===== src/rtl/fp_add_issuer.sv =====
// Host-side issuer for the FP adder core: buffers operand pairs, drives the core's Go/Ready handshake, registers sums.
// Optional watchdog on the core handshake is enabled by defining FP_ADD_ISSUER_TIMEOUT_EN.
module fp_add_issuer #(
  parameter int EXPBITS      = 8,
  parameter int MANTISSABITS = 23,
  parameter int DEPTH        = 4,
  parameter int TIMEOUT      = 255,
  localparam int W           = 1 + EXPBITS + MANTISSABITS
) (
  input  logic                     Clock,
  input  logic                     Reset,
  input  logic                     InValid,
  output logic                     InReady,
  input  logic [W-1:0]             InA,
  input  logic [W-1:0]             InB,
  output logic                     OutValid,
  input  logic                     OutReady,
  output logic [W-1:0]             OutSum,
  output logic                     AdderGo,
  output logic [W-1:0]             AdderA,
  output logic [W-1:0]             AdderB,
  input  logic                     AdderReady,
  input  logic [W-1:0]             AdderSum,
  output logic                     Busy,
  output logic [$clog2(DEPTH):0]   Count,
  output logic                     TimeoutErr
);

  localparam int AW = $clog2(DEPTH);
  localparam int CW = AW + 1;

  if (DEPTH < 2 || (DEPTH & (DEPTH - 1)) != 0 || TIMEOUT < 1) begin : g_bad_params
    $error("fp_add_issuer: DEPTH must be a power of 2 >= 2 and TIMEOUT must be >= 1");
  end

  typedef enum logic [1:0] {IDLE, ISSUE, WAITLO, WAITHI} state_t;

  state_t        state;
  logic [W-1:0]  mem_a [DEPTH];
  logic [W-1:0]  mem_b [DEPTH];
  logic [AW-1:0] wr_ptr;
  logic [AW-1:0] rd_ptr;
  logic [CW-1:0] count;
  logic          push;
  logic          pop;
  logic          tmr_hit;

  // Full-check uses the registered count only, so a same-cycle pop never makes room.
  assign InReady = !Reset && (count < CW'(DEPTH));
  assign push    = InValid && InReady;
  assign pop     = (state == IDLE) && (count != '0) && (!OutValid || OutReady);
  assign Count   = count;
  assign Busy    = (state != IDLE) || (count != '0);

  // NOTE: operand storage is deliberately not reset; the pointers and count define which entries are live.
  always_ff @(posedge Clock) begin
    if (push) begin
      mem_a[wr_ptr] <= InA;
      mem_b[wr_ptr] <= InB;
    end
  end

  // NOTE: all sequential state uses non-blocking assignments so every register samples pre-edge values.
  always_ff @(posedge Clock) begin
    if (Reset) begin
      wr_ptr <= '0;
      rd_ptr <= '0;
      count  <= '0;
    end else begin
      if (push) wr_ptr <= wr_ptr + 1'b1;
      if (pop)  rd_ptr <= rd_ptr + 1'b1;
      case ({push, pop})
        2'b10:   count <= count + 1'b1;
        2'b01:   count <= count - 1'b1;
        default: count <= count;
      endcase
    end
  end

  // Go is registered and high only while the FSM sits in ISSUE.
  always_ff @(posedge Clock) begin
    if (Reset) begin
      state    <= IDLE;
      AdderGo  <= 1'b0;
      AdderA   <= '0;
      AdderB   <= '0;
      OutValid <= 1'b0;
      OutSum   <= '0;
    end else begin
      AdderGo <= 1'b0;
      if (OutValid && OutReady) OutValid <= 1'b0;
      case (state)
        IDLE: begin
          if (pop) begin
            AdderA  <= mem_a[rd_ptr];
            AdderB  <= mem_b[rd_ptr];
            AdderGo <= 1'b1;
            state   <= ISSUE;
          end
        end
        ISSUE: state <= WAITLO;
        // Waiting for Ready to drop first keeps a leftover Ready from the previous op from being captured.
        WAITLO: begin
          if (tmr_hit)          state <= IDLE;
          else if (!AdderReady) state <= WAITHI;
        end
        WAITHI: begin
          if (AdderReady) begin
            OutSum   <= AdderSum;
            OutValid <= 1'b1;
            state    <= IDLE;
          end else if (tmr_hit) begin
            state <= IDLE;
          end
        end
        default: state <= IDLE;
      endcase
    end
  end

`ifdef FP_ADD_ISSUER_TIMEOUT_EN
  localparam int TW = $clog2(TIMEOUT + 1);

  logic [TW-1:0] tmr;
  logic          timeout_err;

  // A completing capture in WAITHI takes priority over an expiring timer.
  assign tmr_hit = ((state == WAITLO) || (state == WAITHI && !AdderReady))
                   && (tmr == TW'(TIMEOUT - 1));
  assign TimeoutErr = timeout_err;

  always_ff @(posedge Clock) begin
    if (Reset) begin
      tmr         <= '0;
      timeout_err <= 1'b0;
    end else begin
      if (state == ISSUE)
        tmr <= '0;
      else if (state == WAITLO || state == WAITHI)
        tmr <= tmr + 1'b1;
      if (tmr_hit) timeout_err <= 1'b1;
    end
  end
`else
  assign tmr_hit    = 1'b0;
  assign TimeoutErr = 1'b0;
`endif

endmodule


===== config.mk =====
export PLATFORM = sky130hd
export DESIGN_NAME = fp_add_issuer
export DESIGN_NICKNAME = d
export VERILOG_FILES = /design/src/rtl/fp_add_issuer.sv
export SDC_FILE = /design/constraint.sdc
export NUM_CORES = 1
export LEC_CHECK = 0
export BUFFER_PORTS_ARGS = -buffer_cell sky130_fd_sc_hd__buf_2
export CORE_AREA = 10 10 194 196
export DETAILED_ROUTE_END_ITERATION = 8
export DIE_AREA = 0 0 204 206
export GPL_TIMING_DRIVEN = 0
export PLACE_DENSITY_LB_ADDON = 0.08
export SLEW_MARGIN = 5
export SYNTH_ARGS = -nofsm -noshare
export SYNTH_HDL_FRONTEND = slang
export SYNTH_SLANG_ARGS = --single-unit

===== constraint.sdc =====
create_clock -name Clock -period 2.65 [get_ports Clock]
set_input_delay 0.265 -clock Clock [delete_from_list [all_inputs] [get_ports Clock]]
set_output_delay 0.265 -clock Clock [all_outputs]
set_load 0.02 [all_outputs]

**After elaboration in Yosys (flattened, before gate mapping)**

Memory sizes are Yosys's and may differ from the RTL's. A register that Yosys moved wholly into a read port is not among the register bits.
Cells that the tools add are included.

- Bits in registers: 43
- Bits in writable memories: 256
- Bits of input ports: 101
- Output and inout bits: 104
- Logic and storage cells: 51
- Memories: 2

Memory list:

| memory | words | width | rd ports | clocked after memory_dff | write ports | RTL line | text |
|---|---|---|---|---|---|---|---|
| mem_a | 4 | 32 | 1 | 1 | 1 | 39 | `logic [W-1:0] mem_a [DEPTH];` |
| mem_b | 4 | 32 | 1 | 1 | 1 | 40 | `logic [W-1:0] mem_b [DEPTH];` |

- Add/subtract/negate cells: 4
- $lt $le $gt $ge: 1
- Equal/unequal tests: 8
- Mux-type cells: 11
- Bitwise logic cells: 1
- Reduce and logical (&&, ||, !) cells: 17

Operator list:

| kind | count |
|---|---|
| $pmux 2 s4 | 1 |
| $eq 2x2->1 const B | 3 |
| $mux 1 | 6 |
| $mux 2 | 3 |
| $ne 2x2->1 const B | 3 |
| $pmux 3 s2 | 1 |
| $logic_and 1x1->1 | 5 |
| $add 2x1->2 const B | 2 |
| $eq 2x1->1 const B | 2 |
| $reduce_and 2->1 | 2 |
| $reduce_bool 2->1 | 2 |
| $add 3x1->3 const B | 1 |
| $lt 3x3->1 const B | 1 |
| $reduce_and 3->1 | 1 |
| $reduce_bool 3->1 | 1 |
| $sub 3x1->3 const B | 1 |
| $logic_not 1->1 | 2 |
| $logic_not 2->1 | 1 |
| $logic_or 1x1->1 | 2 |
| $reduce_or 2->1 | 1 |
| $not 1->1 | 1 |

**Depth between registers and ports, before layout**

- Depth after elaboration: 5
- Mapped depth: 11
- Depth with buffers taken out: 10

**Worst setup path after synthesis**

OpenSTA, ideal clock, no wires.

- Kind: register to register
- Start: reg count[2], in the netlist Count[2]
- End: mem mem_a[1][0] (netlist name) (enable)
- Setup time: 429 ps
- Arrival time: 2,376 ps
- Data required time: 2,221 ps
- Path slack: -154 ps
- Cell stages (with the launch flop): 3
- Path buffers: 0
- Clock period less this slack: 2,804 ps
- Path through: dfxtp_1 > nor3b_2 > and2_1

- Word-level cells in the longest chain between the ends: 5

Ends and longest elaborated chain:

| what | RTL line | text |
|---|---|---|
| from (decl) | 43 | `logic [CW-1:0] count;` |
| from (signal assigned) | 73 | `2'b10: count <= count + 1'b1;` |
| from (signal assigned) | 74 | `2'b01: count <= count - 1'b1;` |
| from (signal assigned) | 75 | `default: count <= count;` |
| $lt 3x3->1 | 49 | `assign InReady = !Reset && (count < CW'(DEPTH));` |
| $logic_and 1x1->1 | 49 |  |
| $logic_and 1x1->1 | 50 | `assign push = InValid && InReady;` |
| $mux 1 | 57 | `if (push) begin` |
| $mux 1 (not written as such) | 58 | `mem_a[wr_ptr] <= InA;` |
| to (decl) | 39 |  |

Every way passes these cells.

**Worst setup path in the final report**

- Start: reg state[0]
- End: reg count[2], in the netlist Count[2]

- Word-level cells in the longest chain between the ends: 5
- Elaborated cells between the ends (all ways): 7
- Classes of those cells: eq/ne: 2; mux: 1; reduce/logical: 4

Ends and longest elaborated chain:

| what | RTL line | text |
|---|---|---|
| from (decl) | 38 | `state_t state;` |
| from (signal assigned) | 83 | `state <= IDLE;` |
| from (signal assigned) | 98 | `state <= ISSUE;` |
| from (signal assigned) | 101 | `ISSUE: state <= WAITLO;` |
| $logic_not 2->1 * | 51 | `assign pop = (state == IDLE) && (count != '0) && (!OutValid \|\| OutReady);` |
| $logic_and 1x1->1 * (2 in series) | 51 |  |
| net pop | 45 | `logic pop;` |
| $eq 2x1->1 or $eq 2x2->1 (tied branches) | 72 | `case ({push, pop})` |
| $pmux 3 s2 or $reduce_bool 2->1 (tied branches) | - |  |

Mark *: on every way through the listed nets, which the timed path passes. The rest lies on a longest branch.
A chain may end at the register's enable or synchronous reset.

==> results by group <==
Status
  • Outcome: completed

Global routing
  • Vias in the first global route: 8220
  • Largest net degree at the start of global routing: 45
  • First-pass GRT wire length: 48300 µm
  • Remaining global-route overflow: 0
  • Initial antenna violation count: 1
  • Total track usage: 14.8%

Placed design
  • Post-DP HPWL: 19600 µm
  • Placer Congestion: 0.714
  • Placed Area: 15100 µm²
  • IO buf count: 203

Worst setup path
  • Kind of end point of the critical path: flop
  • Startpoint types: flop
  • Worst Path Arrival: 2860 ps
  • CP required: 3100 ps
  • WS Path Type: flop to flop
  • Worst-path fanout max: 4

STA
  • Slew HR: 50.3%
  • Clock skew: 13.3 ps
  • Worst hold slack: 87.8 ps
  • RSZ-0062 raised after global routing: false
  • Final setup vio count: 0
  • Crit path time final: 2420 ps
  • Max-slew violations: 0
  • Final hold vios: 0
  • F_max: 414 MHz
  • Setup tns final: 0 ps
  • Slew @ Worst Pin: 745 ps
  • Final period util: 91.2%

Finish
  • Synth-to-Final Area Change: 28.9%
  • Share of cells above drive strength 1: 32.0%
  • Final net count: 1221
  • Final instance area: 17300 µm²

Power and ir drop
  • Pwr Density: 936 nW/µm²
  • Peak supply drop: 0.490 mV
  • PnR Total Power: 0.0162 W
  • Leakage power: 6.16 nW

Clock network
  • Clk pin slew, worst setup/hold paths: 60 ps
  • CTS tree: yes
  • Max Root-Sink Buffers: 3
  • Clock Sink Count: 363
  • Clk root buf: clkbuf_16
  • CTS Buf Count: 39
  • Worst-Skew Late Latency: 520 ps
  • H-tree levels: 2

Die
  • I/O pin count: 205
  • Die width: 204 µm
  • Core region area: 33900 µm²
  • Initial Util: 39.5%
  • Die ar.: 42000 µm²
  • Row cnt: 68
  • Die Ht: 206 µm

Yosys
  • Unique masters post-synth: 36
  • Number of synthesized register bits: 363
  • Synth Warn #: 0
  • Syn_area_per_cell: 17.5 µm²
  • Sequential fraction of the synthesis area: 73.4%
  • Syn Inst Count: 765
  • Mapped Area: 13400 µm²
  • Syn nets: 876

Detailed routing
  • DR vias: 7655
  • DRT antenna net count: 0
  • Vias per cell: 4.80
  • First-pass DRT Iterations: 5
  • DRC viols: 0
  • Drt total wl: 31300 µm
  • WL/cell: 19.6 µm
  • Detailed Route Iter0 Violations: 340

Worst hold path
  • Hold Path Class: input pin to flop

Run
  • Max_cap viols: 0
per-layer routing:
layer | track usage (%) | up-vias | wire (µm)
met5 | 0 | - | 0
met4 | 3.73 | 0 | 546
met3 | 3.53 | 47 | 1880
met2 | 24.7 | 199 | 15100
met1 | 19.0 | 3763 | 13800
li1 | - | 3646 | -
cells by family after synthesis:
family                     count (synthesis)  share of synthesized area (%)
adders and majority gates                 10                          0.990
xor gates and xnor gates                   3                          0.196
buffers and inverters                     59                           2.46
AOI/OAI and AO/OA                        105                           5.79
muxes                                     68                           11.1
DFF                                      363                           73.4
other                                      1                         0.0280
and+or+nand+nor                          156                           6.08
path summary, 6_finish.rpt:
check            start        end  slack, ps  cells after the start
max           state[0]   Count[2]        230                     11
min           OutReady   OutValid         90                      3
max reg2reg   state[0]   Count[2]        230                     11
min reg2reg  OutSum[0]  OutSum[0]        450                      2
cells in the final DEF (no fill, tap or decap), types with 2 or more instances in the layout:
cell	instances
a21oi_1	36
and2_4	4
buf_12	5
buf_16	3
buf_2	219
buf_4	6
clkbuf_1	31
clkbuf_16	39
clkbuf_8	8
clkinv_1	4
clkinv_2	8
dfxtp_1	107
dlygate4sd3_1	96
edfxtp_1	256
ha_1	9
inv_1	10
inv_6	3
mux2_2	2
mux2i_1	2
mux4_2	64
nand2_1	66
nand2b_1	68
nor2_1	6
nor2b_1	2
o2bb2ai_1	64
o31ai_1	2
or3_1	2
xor2_1	2
worst max-delay path: stages (launching register included):
cell	delay, ps
dfxtp_1	320
inv_1	110
ha_1	230
inv_1	100
nor3_1	230
buf_4	150
ha_1	160
inv_1	60
fa_1	380
xor2_1	160
or3_1	300
a21oi_1	140
Yosys cell counts:
library cell,number,share of area [%]
nand4_1,1,0.047
nor4_2,1,0.093
and2_1,5,0.23
mux4_2,64,11
fa_1,1,0.15
o21bai_1,1,0.056
conb_1,1,0.028
buf_6,1,0.084
buf_1,1,0.028
xnor2_1,1,0.065
clkbuf_1,23,0.64
o21ai_0,1,0.037
dfxtp_1,107,16
buf_2,16,0.60
inv_1,10,0.28
edfxtp_1,256,57
xor2_1,2,0.13
o31ai_1,2,0.11
nor2_1,6,0.17
buf_12,4,0.60
mux2_2,2,0.17
a21oi_1,36,1.3
o2bb2ai_1,64,4.2
buf_4,4,0.22
nor3b_2,1,0.093
nor4b_1,1,0.065
ha_1,9,0.84
a211oi_1,1,0.056
nor3_2,1,0.075
nand2b_1,68,3.2
mux2i_1,2,0.15
or4_1,1,0.056
nor2b_1,2,0.093
nor3_1,1,0.037
nand2_1,66,1.8
or3_1,2,0.093
through the flow:
stage               instances  setup WS, ps  util [%]
floorplan                 765           207         -
global placement         1423          -606      44.1
detailed placement       1427          -202      44.5
CTS                      1594          49.4      50.8
global route             1596          66.2      50.9
finish                   1596           234      50.9
layout make-up:
class                      count  area (µm²)
antenna                        1        2.50
buffer                        49         295
clock buffer                  56        1120
clock inverter                15        81.3
fill                        2900       16700
inverter                      10        37.5
multi-input combinational    343        3250
sequential                   363        9830
tap                          455         569
timing repair buffer         304        2090
report_power, final:
part           internal (W)  total, W  switching (W)
combinational       0.00159   0.00388        0.00228
sequential          0.00685   0.00723       0.000375
clock               0.00294   0.00506        0.00212
timing repair:
item / in CTS / in global routing
setup buffers: 0 / 1
setup endpoints to repair: 2 / 1
hold buffers: 96 / 0
endpoints found under the hold margin: 288 / 0
resized for setup: 2 / 1
sequential cells by signal, indices dropped and copies added (netlist names), 2 cells and up:
name	flops
Count	3
AdderB	32
AdderA	32
mem_a	128
rd_ptr	2
OutSum	32
state	2
mem_b	128
wr_ptr	2
Power figures use the tool's default switching activity.
